===== config.mk =====
export PLATFORM = sky130hd
export DESIGN_NAME = qspi_boot_reader
export DESIGN_NICKNAME = d
export VERILOG_FILES = /design/src/rtl/qspi_boot_reader.sv
export SDC_FILE = /design/constraint.sdc
export NUM_CORES = 1
export LEC_CHECK = 0
export CAP_MARGIN = 20
export CORE_ASPECT_RATIO = 0.6
export CORE_MARGIN = 4
export CORE_UTILIZATION = 39
export DETAILED_ROUTE_END_ITERATION = 10
export PLACE_DENSITY = 0.7
export SYNTH_ARGS = -nofsm -noshare
export SYNTH_HDL_FRONTEND = slang
export SYNTH_SLANG_ARGS = --single-unit

===== constraint.sdc =====
create_clock -name clk -period 3.3 [get_ports clk]
set_clock_uncertainty 0.05 [all_clocks]
set_input_delay 0.33 -clock clk [delete_from_list [all_inputs] [get_ports clk]]
set_output_delay 0.33 -clock clk [all_outputs]
set_load 0.05 [all_outputs]

===== src/rtl/qspi_boot_reader.sv =====
// SPI-mode-0 boot reader: issues READ_CMD + 24-bit address, streams 32-bit little-endian words.
// Latency: word valid one clk after its 32nd SCK sample; backpressure freezes SCK low (STALL) until ready_i.
module qspi_boot_reader #(
  parameter int unsigned CLK_DIV  = 2,
  parameter int unsigned CS_GAP   = 4,
  parameter logic [7:0]  READ_CMD = 8'h03
) (
  input  logic        clk,
  input  logic        rst,
  input  logic        start_i,
  input  logic [23:0] start_addr_i,
  input  logic [15:0] word_cnt_i,
  output logic        busy_o,
  output logic        done_o,
  output logic [31:0] data_o,
  output logic        valid_o,
  input  logic        ready_i,
  output logic        qspi_clk_o,
  output logic        qspi_csn_o,
  output logic        qspi_sdo_o,
  input  logic        qspi_sdi_i,
  output logic        qspi_wpn_o,
  output logic        qspi_holdn_o
);
  typedef enum logic [2:0] {IDLE, CMD, ADDR, DATA, STALL, DRAIN, GAP} state_t;
  localparam logic [7:0] DIV_LAST = 8'(CLK_DIV - 1);

  state_t      state, state_nx;
  logic [7:0]  div_cnt;
  logic        sck;
  logic [4:0]  bit_cnt;
  logic [31:0] tx_sr, rx_sr, data_q;
  logic [15:0] words_left, gap_cnt;
  logic        pend, valid_q, done_q, csn_q;
  logic        accept, accept_run, tick, shifting, sck_run, rise, fall;
  logic        hs, out_free, load, last_sample, gap_done;

  always_ff @(posedge clk) begin
    if (rst) state <= IDLE;
    else     state <= state_nx;
  end

  always_comb begin
    state_nx = state;
    case (state)
      IDLE:    if (accept_run) state_nx = CMD;
      CMD:     if (fall && bit_cnt == 5'd7) state_nx = ADDR;
      ADDR:    if (fall && bit_cnt == 5'd31) state_nx = DATA;
      DATA: begin
        if (pend) begin
          if (words_left == 16'd0) state_nx = DRAIN;
          else if (!out_free)      state_nx = STALL;
        end
      end
      STALL:   if (out_free) state_nx = DATA;
      DRAIN:   if (!pend && hs) state_nx = GAP;
      GAP:     if (gap_done) state_nx = IDLE;
      default: state_nx = IDLE;
    endcase
  end

  always_comb begin
    accept      = (state == IDLE) && start_i;
    accept_run  = accept && (word_cnt_i != 16'd0);
    tick        = (div_cnt == DIV_LAST);
    shifting    = state inside {CMD, ADDR, DATA};
    // A STALL entered mid high-phase finishes that half-period before parking SCK low.
    sck_run     = shifting || (state == STALL && sck);
    rise        = shifting && !sck && tick;
    fall        = sck_run && sck && tick;
    hs          = valid_q && ready_i;
    out_free    = !valid_q || ready_i;
    load        = pend && out_free && (state inside {DATA, STALL, DRAIN});
    last_sample = rise && (state == DATA) && (bit_cnt == 5'd31);
    gap_done    = (32'(gap_cnt) + 32'd1) >= CS_GAP;
    busy_o      = state inside {CMD, ADDR, DATA, STALL, DRAIN};
  end

  always_ff @(posedge clk) begin
    if (rst) begin
      div_cnt    <= '0;
      sck        <= 1'b0;
      bit_cnt    <= '0;
      tx_sr      <= '0;
      rx_sr      <= '0;
      data_q     <= '0;
      words_left <= '0;
      gap_cnt    <= '0;
      pend       <= 1'b0;
      valid_q    <= 1'b0;
      done_q     <= 1'b0;
      csn_q      <= 1'b1;
    end else begin
      csn_q  <= !(state_nx inside {CMD, ADDR, DATA, STALL});
      done_q <= (accept && word_cnt_i == 16'd0) || (state == DRAIN && !pend && hs);
      if (sck_run && state_nx != DRAIN) begin
        if (tick) begin
          div_cnt <= '0;
          sck     <= !sck;
        end else begin
          div_cnt <= div_cnt + 8'd1;
        end
      end else begin
        div_cnt <= '0;
        sck     <= 1'b0;
      end
      if (accept_run) tx_sr <= {READ_CMD, start_addr_i};
      else if (fall)  tx_sr <= {tx_sr[30:0], 1'b0};
      // bit_cnt wraps 31->0 at the CMD/ADDR to DATA boundary and again per word.
      if (accept_run) bit_cnt <= '0;
      else if ((fall && state inside {CMD, ADDR}) || (rise && state == DATA))
        bit_cnt <= bit_cnt + 5'd1;
      if (rise && state == DATA) rx_sr <= {rx_sr[30:0], qspi_sdi_i};
      if (accept_run)       words_left <= word_cnt_i;
      else if (last_sample) words_left <= words_left - 16'd1;
      if (last_sample) pend <= 1'b1;
      else if (load)   pend <= 1'b0;
      if (load) begin
        data_q  <= {rx_sr[7:0], rx_sr[15:8], rx_sr[23:16], rx_sr[31:24]};
        valid_q <= 1'b1;
      end else if (hs) begin
        valid_q <= 1'b0;
      end
      if (state != DRAIN && state_nx == DRAIN) gap_cnt <= '0;
      else if (state inside {DRAIN, GAP} && gap_cnt != 16'hFFFF) gap_cnt <= gap_cnt + 16'd1;
    end
  end

  assign done_o       = done_q;
  assign data_o       = data_q;
  assign valid_o      = valid_q;
  assign qspi_clk_o   = sck;
  assign qspi_csn_o   = csn_q;
  assign qspi_sdo_o   = tx_sr[31];
  assign qspi_wpn_o   = 1'b1;
  assign qspi_holdn_o = 1'b1;
endmodule


==> results.sh <==
export IMPL_holdBufCountCts=0
export IMPL_design_final_nets=916
export IMPL_cts_root_buffer_cell="clkbuf_16"
export IMPL_maximum_single_stage_delay_on_the_critical_path_ps=750
export IMPL_place_gp_congestion=0.914
export IMPL_number_of_drc_violations_after_detailed_routing_iteration_0=391
export IMPL_min_delay_path_class="input port to flop"
export IMPL_yosys_register_bits=149
export IMPL_clk_latency_ps=420
export IMPL_post_route_period_util_pct=80.1
export IMPL_die_area_um2=19400
export IMPL_worst_ep_arrival_time_ps=2260
export IMPL_irDropWorstVdd_mv=0.352
export IMPL_post_synth_cell_area_avg_um2=8.39
export IMPL_clock_sinks=149
export IMPL_crit_path_cell_chain="nor3_1 > a21oi_1 > clkdlybuf4s50_1"
export IMPL_final_setup_worst_slack_ps=657
export IMPL_synth_area_leader_cell="dfxtp_1"
export IMPL_critPathBufInv=1
export IMPL_cts_buffers_inserted=17
export IMPL_dpl_cell_area_um2=7680
export IMPL_starting_density_of_the_core_pct=40.4
export IMPL_place_ws_ps=599
export IMPL_yosys_area_top_type_share_pct=44.6
export IMPL_synth_edf_count=0
export IMPL_globalRoute_totalOverflow=0
export IMPL_run_status="finished clean"
export IMPL_worstMarginPinSlew_ps=942
export IMPL_core_area_um2=16500
export IMPL_final_setup_tns_ps=0
export IMPL_antenna_found_initial=0
export IMPL_setup_worst_path_end_class="output pin"
export IMPL_most_common_layout_cells="nand2_1 (153), dfxtp_1 (149), a21oi_1 (95), nor2_1 (94), clkdlybuf4s50_1 (81)"
export IMPL_pin_count=85
export IMPL_clock_path_buffers=2
export IMPL_yosys_warning_total=0
export IMPL_dp_hpwl_um=10600
export IMPL_synthArstFlopShare_pct=0
export IMPL_clock_pin_slew_reported_for_the_worst_setup_and_hold_paths_after_clock_tree_synthesis_ps=60
export IMPL_post_cts_resize_count=0
export IMPL_ctsHtreeMaxLevel=4
export IMPL_crit_fanout=4
export IMPL_yosysSeqAreaShare_pct=44.6
export IMPL_pins_over_slew_limit=0
export IMPL_timing_critical_path_max_delay_family="buffers and inverters"
export IMPL_final_area_um2=8280
export IMPL_floorplan_die_width_um=177
export IMPL_maxCapViolations=0
export IMPL_crit_required_ps=2920
export IMPL_drt_pre_antenna_iters=7
export IMPL_ant_nets=0
export IMPL_worst_hold_slack_ps=144
export IMPL_synthTopCellsByArea="dfxtp_1 (45%), nand2_1 (8.6%), a21oi_1 (7.1%)"
export IMPL_grt_max_degree=58
export IMPL_portBuffers=82
export IMPL_pwr_density_cell_nw_per_um2=496
export IMPL_netlist_instances=797
export IMPL_std_cell_rows=36
export IMPL_drive_above_1_share_pct=8.66
export IMPL_critPathLaunchType="flop"
export IMPL_finalWorstPathRequiredPeriod_ps=2640
export IMPL_via_count=5710
export IMPL_fmax_mhz=378
export IMPL_synth_cell_area_um2=6680
export IMPL_track_usage_pct=16.1
export IMPL_synth_cell_types=64
export IMPL_routed_wirelength_um=15400
export IMPL_grt_pass1_vias=5259
export IMPL_grt_first_pass_wirelength_um=25600
export IMPL_max_slew_margin_pct=36.5
export IMPL_cts_tree="yes"
export IMPL_total_leakage_power_nw=3.00
export IMPL_layout_commonest_cell="nand2_1"
export IMPL_drc=0
export IMPL_cpMaxStageDelayCell="clkdlybuf4s50_1"
export IMPL_insertedDiodeCount=0
export IMPL_report_final_hold_viol_count=0
export IMPL_die_span_y_um=109
export IMPL_rsz0062_at_grt="false"
export IMPL_average_vias_per_placed_instance=5.16
export IMPL_setup_violations=0
export IMPL_postSynth_topFlopCell="dfxtp_1"
export IMPL_routedWlPerCell_um=14.0
export IMPL_reg2reg_setup_slack_ps=660
export IMPL_timing_setup_critical_path_class="flop to output pin"
export IMPL_syn_to_final_growth_pct=23.9
export IMPL_post_cts_setup_buffers=0
metrics by stage:
stage,util (%),std cells,total power [W]
after floorplan,-,798,0.00209
after global placement,46.4,1074,0.00220
after detailed placement,46.4,1074,0.00220
after CTS,50.1,1106,0.00415
after global routing,50.1,1106,0.00426
final,50.1,1106,0.00411
Yosys cell counts, drive strengths merged, types with 6 or more instances:
cell and count:
xnor2 23, and3 7, a31oi 6, dfxtp 149
o21ai 12, clkbuf 38, nand2 154, a21oi 95
mux2i 34, nand3 20, nand2b 6, nor3 18
nor4 12, nor2 95, inv 9, xor2 11
nand4 10, a22oi 6, ha 6, a211oi 24
buf 14
flip-flops by register name, indices dropped and copies added (netlist names):
name / count
valid_o: 1
div_cnt: 8
bit_cnt: 5
qspi_csn_o: 1
state: 3
data_o: 32
pend: 1
words_left: 16
qspi_clk_o: 1
tx_sr: 32
rx_sr: 32
done_o: 1
gap_cnt: 16
worst register-to-register path: cells and delay by family (launching register included):
kind	cells	cell delay (ps)
and+or+nand+nor	4	2160
DFF	1	310
layout make-up:
cell class                      count  area [um2]
Clock buffer                       20         457
Clock inverter                     12         145
Fill cell                        1536        8250
Inverter                            9        33.8
Multi-Input combinational cell    588        3410
Sequential cell                   149        2980
Tap cell                          228         285
Timing Repair Buffer              100         966
where the power goes:
part / switching [W] / internal (W)
Sequential: 0.0000347 / 0.00184
Clock: 0.000779 / 0.00117
Combinational: 0.000159 / 0.000127
routing by layer:
layer  vias to the layer above  global-route usage, %  part of all wire [%]
met3                        11                   4.43                   6.3
met2                       151                   23.4                    41
met5                         -                      0                     0
met1                      2651                   23.7                    52
li1                       2897                      -                     -
met4                         0                   3.53                  0.62
cell families after synthesis:
logic type / synth area share, %
other: 0.0561
XOR/XNOR: 4.46
AO/OA/AOI/OAI: 14.3
flip-flops: 44.6
AND/OR/NAND/NOR: 25.4
adder cells (fa/ha/maj): 1.12
buffers and inverters: 4.79
multiplexers: 5.26
final timing paths:
check,endpoint,start,cells past startpoint
hold / removal,tx_sr[9],rst,2
hold reg to reg,data_o[6],data_o[6],2
setup reg to reg,tx_sr[27],state[1],4
setup / recovery,busy_o,state[1],3
(Power assumes the default switching activity.)
